`config.mk`:
```
export PLATFORM = sky130hd
export DESIGN_NAME = sample_tick_gen
export DESIGN_NICKNAME = d
export VERILOG_FILES = /design/src/rtl/sample_tick_pkg.sv /design/src/rtl/sample_tick_div.sv /design/src/rtl/sample_tick_gen.sv
export SDC_FILE = /design/constraint.sdc
export NUM_CORES = 1
export LEC_CHECK = 0
export CAP_MARGIN = 20
export CORE_MARGIN = 4
export CORE_UTILIZATION = 44
export DETAILED_ROUTE_END_ITERATION = 16
export PLACE_DENSITY = 0.61
export RECOVER_POWER = 100
export SETUP_SLACK_MARGIN = 0.5
export SLEW_MARGIN = 20
export SYNTH_ARGS = -nofsm -noshare
export SYNTH_HDL_FRONTEND = slang
export SYNTH_SLANG_ARGS = --single-unit
```
`constraint.sdc`:
```
create_clock -name clk -period 7.84 [get_ports clk]
set_input_delay 1.568 -clock clk [delete_from_list [all_inputs] [get_ports clk]]
set_output_delay 1.568 -clock clk [all_outputs]
set_load 0.05 [all_outputs]
```
`src/rtl/sample_tick_pkg.sv`:
```
// rtl/sample_tick_pkg.sv - shared types, rate table and period helper for the sampling tick generator
package sample_tick_pkg;

    typedef enum logic [1:0] {
        IDLE = 2'd0,
        RUN  = 2'd1,
        DONE = 2'd2
    } state_e;

    localparam int          RATE_NUM     = 9;
    localparam int          RATE_MAX     = 8;
    localparam int          DIV_W_DEF    = 26;
    localparam int unsigned CLK_FREQ_DEF = 50_000_000;

    // Clock cycles per tick for a rate index; a rate faster than the clock degenerates to every cycle.
    function automatic int unsigned period_of(input int unsigned clk_hz, input int idx);
        int unsigned rate_hz;
        int unsigned p;
        case (idx)
            0:       rate_hz = 50_000_000;
            1:       rate_hz = 5_000_000;
            2:       rate_hz = 1_000_000;
            3:       rate_hz = 100_000;
            4:       rate_hz = 10_000;
            5:       rate_hz = 1_000;
            6:       rate_hz = 100;
            7:       rate_hz = 10;
            default: rate_hz = 1;
        endcase
        p = clk_hz / rate_hz;
        return (p == 0) ? 1 : p;
    endfunction

    localparam int unsigned PERIOD_LUT [RATE_NUM] = '{
        period_of(CLK_FREQ_DEF, 0), period_of(CLK_FREQ_DEF, 1), period_of(CLK_FREQ_DEF, 2),
        period_of(CLK_FREQ_DEF, 3), period_of(CLK_FREQ_DEF, 4), period_of(CLK_FREQ_DEF, 5),
        period_of(CLK_FREQ_DEF, 6), period_of(CLK_FREQ_DEF, 7), period_of(CLK_FREQ_DEF, 8)
    };

endpackage

```
`src/rtl/sample_tick_div.sv`:
```
// rtl/sample_tick_div.sv - loadable modulo-P down counter with a first-period phase offset
module sample_tick_div #(
    parameter int DIV_W = 26
) (
    input  logic             clk,
    input  logic             rst_n,
    input  logic             load,
    input  logic             en,
    input  logic [DIV_W-1:0] period,
    input  logic [DIV_W-1:0] phase,
    output logic             term
);

    localparam logic [DIV_W:0] ONE = (DIV_W+1)'(1);

    // One extra bit so P-1+phase (up to 2P-2) never wraps.
    logic [DIV_W:0]   cnt_q, cnt_d, cur, ph_ext, per_ext;
    logic [DIV_W-1:0] period_q, per_sel;

    always_comb begin
        per_sel = load ? period : period_q;
        per_ext = {1'b0, per_sel};
        ph_ext  = (phase >= period) ? ({1'b0, period} - ONE) : {1'b0, phase};
        cur     = load ? ({1'b0, period} + ph_ext - ONE) : cnt_q;
        term    = (load | en) && (cur == '0);
        cnt_d   = cnt_q;
        if (load | en) begin
            cnt_d = term ? (per_ext - ONE) : (cur - ONE);
        end
    end

    always_ff @(posedge clk) begin
        if (!rst_n) begin
            cnt_q    <= '0;
            period_q <= '0;
        end else begin
            cnt_q <= cnt_d;
            if (load) begin
                period_q <= period;
            end
        end
    end

endmodule

```
`src/rtl/sample_tick_gen.sv`:
```
// rtl/sample_tick_gen.sv - start/stop sampling strobe generator in the fundamental clock domain
// Optional first-tick phase offset port enabled by SAMPLE_TICK_PHASE_EN.
module sample_tick_gen
    import sample_tick_pkg::*;
#(
    parameter int unsigned CLK_FREQ_HZ = CLK_FREQ_DEF,
    parameter int          CNT_W       = 16,
    parameter int          DIV_W       = DIV_W_DEF
) (
    input  logic             clk,
    input  logic             rst_n,
    input  logic [3:0]       rate_sel,
    input  logic [CNT_W-1:0] burst_len,
    input  logic             start,
    input  logic             stop,
`ifdef SAMPLE_TICK_PHASE_EN
    input  logic [DIV_W-1:0] phase,
`endif
    output logic             tick,
    output logic             busy,
    output logic             done,
    output logic [CNT_W-1:0] tick_count,
    output logic             sel_err
);

    localparam int unsigned RATE_PERIOD [RATE_NUM] = '{
        period_of(CLK_FREQ_HZ, 0), period_of(CLK_FREQ_HZ, 1), period_of(CLK_FREQ_HZ, 2),
        period_of(CLK_FREQ_HZ, 3), period_of(CLK_FREQ_HZ, 4), period_of(CLK_FREQ_HZ, 5),
        period_of(CLK_FREQ_HZ, 6), period_of(CLK_FREQ_HZ, 7), period_of(CLK_FREQ_HZ, 8)
    };

    state_e           state_q;
    logic             tick_q, busy_q, done_q, sel_err_q;
    logic [CNT_W-1:0] tick_count_q, burst_q, cnt_base, burst_base;
    logic [CNT_W:0]   tick_num;
    logic [3:0]       rate_idx;
    logic [DIV_W-1:0] period_sel, phase_w;
    logic             accept, div_en, term, last;

`ifdef SAMPLE_TICK_PHASE_EN
    assign phase_w = phase;
`else
    assign phase_w = '0;
`endif

    always_comb begin
        rate_idx   = (rate_sel > 4'(RATE_MAX)) ? 4'(RATE_MAX) : rate_sel;
        period_sel = DIV_W'(RATE_PERIOD[RATE_MAX]);
        for (int i = 0; i < RATE_NUM; i++) begin
            if (rate_idx == 4'(i)) begin
                period_sel = DIV_W'(RATE_PERIOD[i]);
            end
        end
        accept     = (state_q == IDLE) && start && !stop;
        div_en     = (state_q == RUN) && !stop;
        // On the accepting edge the tick being issued is counted against the new burst length.
        cnt_base   = accept ? '0 : tick_count_q;
        burst_base = accept ? burst_len : burst_q;
        tick_num   = {1'b0, cnt_base} + (CNT_W+1)'(1);
        last       = term && (burst_base != '0) && (tick_num == {1'b0, burst_base});
    end

    sample_tick_div #(
        .DIV_W (DIV_W)
    ) u_div (
        .clk    (clk),
        .rst_n  (rst_n),
        .load   (accept),
        .en     (div_en),
        .period (period_sel),
        .phase  (phase_w),
        .term   (term)
    );

    always_ff @(posedge clk) begin
        if (!rst_n) begin
            state_q      <= IDLE;
            tick_q       <= 1'b0;
            busy_q       <= 1'b0;
            done_q       <= 1'b0;
            sel_err_q    <= 1'b0;
            tick_count_q <= '0;
            burst_q      <= '0;
        end else begin
            tick_q    <= 1'b0;
            done_q    <= 1'b0;
            sel_err_q <= 1'b0;
            case (state_q)
                IDLE: begin
                    if (accept) begin
                        busy_q       <= 1'b1;
                        burst_q      <= burst_len;
                        sel_err_q    <= (rate_sel > 4'(RATE_MAX));
                        tick_q       <= term;
                        tick_count_q <= term ? CNT_W'(1) : '0;
                        state_q      <= last ? DONE : RUN;
                    end
                end
                RUN: begin
                    if (stop) begin
                        busy_q  <= 1'b0;
                        state_q <= IDLE;
                    end else if (term) begin
                        tick_q       <= 1'b1;
                        tick_count_q <= (&tick_count_q) ? tick_count_q : tick_count_q + CNT_W'(1);
                        if (last) begin
                            state_q <= DONE;
                        end
                    end
                end
                DONE: begin
                    done_q  <= 1'b1;
                    busy_q  <= 1'b0;
                    state_q <= IDLE;
                end
                default: begin
                    busy_q  <= 1'b0;
                    state_q <= IDLE;
                end
            endcase
        end
    end

    assign tick       = tick_q;
    assign busy       = busy_q;
    assign done       = done_q;
    assign sel_err    = sel_err_q;
    assign tick_count = tick_count_q;

endmodule
```
==> results of run 1 <==
==> timing repair <==
item	CTS	global route
resized for setup	0	35
setup buffers	0	8
endpoints found under the setup margin	0	15
==> sequential cells by signal, summed over array words and instances (netlist names) <==
register,flops
u_div.period_q,26
tick_count,16
state_q,2
burst_q,16
busy,1
u_div.cnt_q,27
tick,1
done,1
sel_err,1
==> layout make-up <==
| cell class | count | area share (%) |
|---|---|---|
| multi-input cells | 746 | 59.3 |
| flip-flops and latches | 91 | 23.3 |
| repair buffers | 83 | 9.46 |
| clock buffers | 10 | 3.06 |
| well taps | 184 | 2.95 |
| inverters | 23 | 1.10 |
| clock inverters | 6 | 0.801 |
==> worst max-delay path, stage by stage <==
cell,delay (ns)
clkdlybuf4s50_1,0.45
or4_4,0.55
ha_1,0.23
and3b_1,0.19
and2_1,0.19
nor2_2,0.15
ha_2,0.35
and2_1,0.18
a22o_1,0.32
a211oi_2,0.27
xor2_1,0.22
nand4_1,0.19
a221o_1,0.48
nor4_4,0.40
a21oi_1,0.12
nand2_1,0.08
o31ai_1,0.10
ha_1,0.30
nand3_1,0.11
a211oi_2,0.06
nand2_1,0.12
a21o_1,0.15
or2_4,0.19
nor3_1,0.06
or3b_1,0.36
a21oi_1,0.14
==> worst paths after layout <==
path	from	endpoint	slack (ns)	cells after the start
worst min-delay path	u_div.cnt_q[16]$_SDFFE_PN0P_	u_div.cnt_q[16]$_SDFFE_PN0P_	0.46	2
worst max-delay path	rate_sel[1]	u_div.cnt_q[22]$_SDFFE_PN0P_	0.60	26
worst max register to register	state_q[0]$_SDFFE_PN0P_	u_div.cnt_q[21]$_SDFFE_PN0P_	2.38	10
worst min register to register	u_div.cnt_q[16]$_SDFFE_PN0P_	u_div.cnt_q[16]$_SDFFE_PN0P_	0.46	2
==> cell usage in the layout, fill, tap and decap left out, drive strengths merged, types with 7 or more instances in the layout <==
cell / n
nand2: 113
dfxtp: 91
nor3: 36
o21ai: 67
clkdlybuf4s50: 21
nand2b: 7
or3: 11
a211oi: 24
clkbuf: 14
o21a: 9
mux2i: 7
a21o: 10
xnor2: 34
buf: 36
and3: 12
inv: 25
xor2: 24
a31oi: 8
o2111ai: 7
and2: 11
dlygate4sd3: 22
nor4: 14
nor2: 100
or2: 7
a21oi: 92
ha: 22
nand3: 33
==> routing by layer <==
layer | vias to the layer above | part of all wire [%] | track usage (%)
li1 | 3385 | - | -
met1 | 3251 | 47 | 37.8
met2 | 315 | 43 | 36.3
met3 | 35 | 8.1 | 4.63
met4 | 0 | 2.0 | 6.05
met5 | - | 0 | 0
==> per-stage QoR <==
| step | hold slack, ns | utilization (%) | worst slack (ns) | cell area, um2 | cells |
|---|---|---|---|---|---|
| after floorplan | 0.432 | - | 0.509 | 6620 | 914 |
| after global placement | 0.448 | 49.9 | 0.248 | 7310 | 1119 |
| after detailed placement | 0.446 | 49.9 | 0.197 | 7310 | 1119 |
| after CTS | 0.456 | 52.0 | 0.537 | 7610 | 1135 |
| after global routing | 0.490 | 53.4 | 0.244 | 7820 | 1143 |
| final | 0.458 | 53.4 | 0.596 | 7820 | 1143 |
==> power by group through the flow <==
| stage | Sequential [mW] | Combinational [mW] | Clock, mW |
|---|---|---|---|
| final | 0.501 | 0.398 | 0.454 |
| after global routing | 0.504 | 0.435 | 0.479 |
| after CTS | 0.500 | 0.365 | 0.462 |
| after detailed placement | 0.511 | 0.362 | 0 |
| after global placement | 0.510 | 0.365 | 0 |
| after floorplan | 0.507 | 0.259 | 0 |
==> logic make-up after synthesis <==
kind of cell	after synthesis
buffers and inverters	77
flip-flops	91
AND/OR/NAND/NOR	382
other	1
AO/OA/AOI/OAI	276
adder cells (fa/ha/maj)	22
multiplexers	7
XOR/XNOR	58
==> impl_metrics.csv, run 1 <==
group,metric,value,unit
status,status,"finished with violations",
status,violations,"capacitance limit, slew limit",
pwr,power.leakage,2.95,nW
pwr,p_total,1.35,mW
sta,min_period,7.24,ns
global_route,grt_overflow_total,0,
pwr,p_sw,0.456,mW
route,post-route-drc-count,0,
sta,skew,0.00948,ns
layout,nFillCells,1428,
sta,hold_viol,0,
synth,synth_compound_area_share,26.5,%
synth,yosysTopAreaCellShare,27.5,%
synth,synthTopCellsByCount,"nand2_1 (113), nor2_1 (99), a21oi_1 (92)",
sta,max_freq,0.138,GHz
placed_design,gp_congestion,0.936,
synth,synthTopCellsByArea,"dfxtp_1 (28%), a21oi_1 (7.0%), nand2_1 (6.4%)",
route,routed_wl,21200,um
clock_tree,cts_made_buffers,9,
pwr,pwr-share-comb,29.4,%
floorplan,io_pins,44,
pwr,pwr-share-seq,37.0,%
global_route,grt_max_degree,85,
synth,yosys.area_share.simple,28.2,%
global_route,grt_pass1_wl,33600,um
pwr,peakVddDrop,140,uV
synth,synth_most_common_cell,"nand2_1",
clock_tree,clock_path_buffers,2,
critical_path,crit_type,"in2reg",
clock_tree,hold_buffers,0,
synth,yosysSeqAreaShare,27.5,%
synth,synthMuxAreaShare,1.06,%
floorplan,die_area,17100,um2
sta,setup_tns,0,ns
layout,diodes,0,
floorplan,initial_utilization,45.2,%
synth,async_flop_share,0,%
floorplan,core_region_area,14600,um2
sta,rsz0062_at_grt,"false",
global_route,first_global_vias,6081,
layout,drive_gt1_share,10.3,%
layout,finalNetCount,1000,
critical_path,worstPathArrival,7.53,ns
route,final_antenna_net_count,0,
synth,syn_nets,960,
floorplan,fp-row-count,44,
synth,synthCells,914,
route,vias,6986,
sta,setup_viol,0,
critical_path,end_kind,"flop",
global_route,grt_antenna_before_repair,0,
floorplan,die_x,131,um
route,drt_iter0_drc,641,
clock_tree,root_buffer,"clkbuf_16",
critical_path,crit_fanout,10,
route,drt-pass1-iter-count,5,
synth,syn-cell-area,6620,um2
global_route,grt.total_usage,24.9,%
pwr,power_density,173,nW/um2
layout,area_growth,18.1,%
placed_design,port_buffers,43,
synth,synth_edf_count,0,
route,via_per_inst,6.11,
synth,avgSynthCellArea,7.24,um2
clock_tree,clk_latency,0.35,ns
clock_tree,htree_levels,3,
pwr,power.share.clock,33.6,%
synth,yosysWarnings,0,
job,cap_violations,3,
synth,synth_area_leader_cell,"dfxtp_1",
synth,synth-adder-area-share,4.16,%
clock_tree,cts_tree,"built",
min_path,hold_path.class,"reg2reg",
sta,worst_pin_slew,1.90,ns
sta,maxSlewHeadroom,-26.9,%
sta,slew_viol_final,148,
pwr,swShare,33.7,%
placed_design,place_hpwl,15400,um
synth,synth-xor-area-share,7.67,%
synth,ys.flop_type,"dfxtp_1",
layout,regArea,1820,um2
clock_tree,cts.sinks,91,
layout,multiInputGateArea,4640,um2
sta,min_period_over_period,92.4,%
synth,ys_ff_latch,91,
floorplan,die_h,131,um
critical_path,required,8.13,ns
pwr,internal_power,0.896,mW
route,wl_per_cell,18.5,um
clock_tree,path_clk_slew,0.07,ns
synth,synth_top_family_by_area,"simple AND/OR/NAND/NOR gates",
critical_path,setup.worst_path.start_class,"input pin",
synth,yosysUniqueCellTypes,74,
(Power assumes the default switching activity.)
==> run 2, diff against run 1 <==
--- a/config.mk
+++ b/config.mk
@@ -9,6 +9,7 @@
 export CORE_MARGIN = 4
 export CORE_UTILIZATION = 44
 export DETAILED_ROUTE_END_ITERATION = 16
+export MAX_ROUTING_LAYER = met4
 export PLACE_DENSITY = 0.61
 export RECOVER_POWER = 100
 export SETUP_SLACK_MARGIN = 0.5
==> impl_metrics.csv, run 2 (synthesized netlist as in run 1, its figures left out) <==
group,metric,value,unit
sta,worst_pin_slew,1.92,ns
route,routed_wl,21500,um
critical_path,end_kind,"flop",
placed_design,port_buffers,43,
global_route,grt_pass1_wl,33800,um
route,drt-pass1-iter-count,6,
floorplan,io_pins,44,
layout,top_register,"u_div.cnt_q",
layout,final_cell_mix,"nand2_1 (113), nor2_1 (96), dfxtp_1 (91)",
status,violations,"capacitance limit, slew limit",
placed_design,gp_congestion,0.973,
critical_path,crit_fanout,6,
critical_path,required,8.12,ns
clock_tree,cts_tree,"built",
floorplan,fp-row-count,44,
layout,final_core_util,53.4,%
sta,holdWs,0.451,ns
clock_tree,htree_levels,3,
sta,skew,0.00997,ns
layout,largest_reg_flops,27,
min_path,hold_path.class,"reg2reg",
clock_tree,root_buffer,"clkbuf_16",
pwr,power.leakage,2.96,nW
clock_tree,hold_buffers,0,
global_route,grt.total_usage,25.6,%
critical_path,r2r_cells,19,
floorplan,die_area,17100,um2
floorplan,die_x,131,um
global_route,grt_max_degree,85,
floorplan,initial_utilization,45.2,%
clock_tree,clk_latency,0.35,ns
route,vias,7001,
global_route,grt_overflow_total,0,
route,drt_iter0_drc,718,
sta,slew_viol_final,110,
clock_tree,cts.sinks,91,
route,final_antenna_net_count,0,
sta,max_freq,0.137,GHz
sta,setup_viol,0,
layout,finalNetCount,1000,
critical_path,setup.worst_path.start_class,"input pin",
layout,final_common_cell,"nand2_1",
layout,diodes,0,
floorplan,die_h,131,um
min_path,holdPathStages,2,
sta,rsz0062_at_grt,"false",
sta,min_period,7.30,ns
critical_path,crit_type,"in2reg",
route,post-route-drc-count,0,
sta,min_period_over_period,93.2,%
global_route,grt_antenna_before_repair,0,
layout,drive_gt1_share,10.2,%
placed_design,place_hpwl,15500,um
sta,maxSlewHeadroom,-28.0,%
clock_tree,cts_made_buffers,9,
route,wl_per_cell,18.8,um
floorplan,core_region_area,14600,um2
clock_tree,path_clk_slew,0.07,ns
clock_tree,clock_path_buffers,2,
sta,hold_viol,0,
layout,area_growth,18.1,%
pwr,power_density,175,nW/um2
pwr,peakVddDrop,129,uV
route,via_per_inst,6.13,
layout,reg_top3,"u_div.cnt_q: 27 flops, u_div.period_q: 26 flops",
global_route,first_global_vias,6314,
sta,setup_tns,0,ns
status,status,"finished with violations",
job,cap_violations,3,
layout,nFillCells,1445,
critical_path,worstPathArrival,7.59,ns
[run 2: repair_timing]
action / CTS / global route
buffers inserted: 0 / 9
resized for setup: 0 / 37
setup endpoints to repair: 0 / 21
[run 2: worst paths after layout]
path,from,endpoint,slack (ns)
worst min register to register,u_div.cnt_q[16]$_SDFFE_PN0P_,u_div.cnt_q[16]$_SDFFE_PN0P_,0.45
worst min-delay path,u_div.cnt_q[16]$_SDFFE_PN0P_,u_div.cnt_q[16]$_SDFFE_PN0P_,0.45
worst max register to register,state_q[1]$_SDFFE_PN0P_,u_div.cnt_q[22]$_SDFFE_PN0P_,2.36
worst max-delay path,rate_sel[0],u_div.cnt_q[22]$_SDFFE_PN0P_,0.54
[run 2: worst max-delay path, cell delays in order]
cell and delay (ns):
clkdlybuf4s50_1 0.43, or4_4 0.57, ha_1 0.22, and3b_1 0.19, and2_2 0.21, inv_1 0.12
ha_1 0.16, inv_1 0.04, ha_1 0.36, nand2_1 0.14, o21ai_0 0.33, nor3_1 0.09
a221o_1 0.51, or3_1 0.45, nor4_4 0.42, a21oi_1 0.12, nand2_1 0.09, o31ai_1 0.11
ha_2 0.28, nand3_2 0.08, a211oi_2 0.07, nand2_1 0.14, a21o_1 0.15, or2_4 0.19
nor3_1 0.06, or3b_1 0.36, a21oi_1 0.14
[run 2: area by class of cell]
class                           instances  area [um2]  area share, %
Multi-Input combinational cell        746        4620           59.0
Sequential cell                        91        1820           23.3
Timing Repair Buffer                   83         746           9.54
Tap cell                              184         230           2.94
Clock buffer                           10         229           2.93
Clock inverter                          6        88.8           1.14
Inverter                               23        86.3           1.10
[run 2: where the power goes]
part | switching, mW | leakage [nW] | total, mW | internal (mW)
clock network | 0.189 | 0.149 | 0.469 | 0.280
logic | 0.244 | 2.07 | 0.396 | 0.152
registers | 0.0180 | 0.741 | 0.501 | 0.483
total | 0.451 | 2.96 | 1.37 | 0.916
[run 2: per-layer routing]
layer  up-vias  part of all wire (%)  global-route usage, %
met5         -                     0                      -
met4         0                   1.5                   5.87
met3        30                   7.0                   3.74
met2       303                    43                   36.4
li1       3396                     -                      -
met1      3272                    48                   38.1
[run 2: metrics by stage]
step           instance area [um2]  setup slack (ns)  power [mW]  cells
2_1_floorplan                 6620             0.509       0.767    914
3_3_place_gp                  7300             0.235       0.876   1118
3_5_place_dp                  7300             0.202       0.873   1118
4_1_cts                       7620             0.536        1.34   1134
5_1_grt                       7820             0.255        1.43   1143
6_report                      7820             0.536        1.37   1143
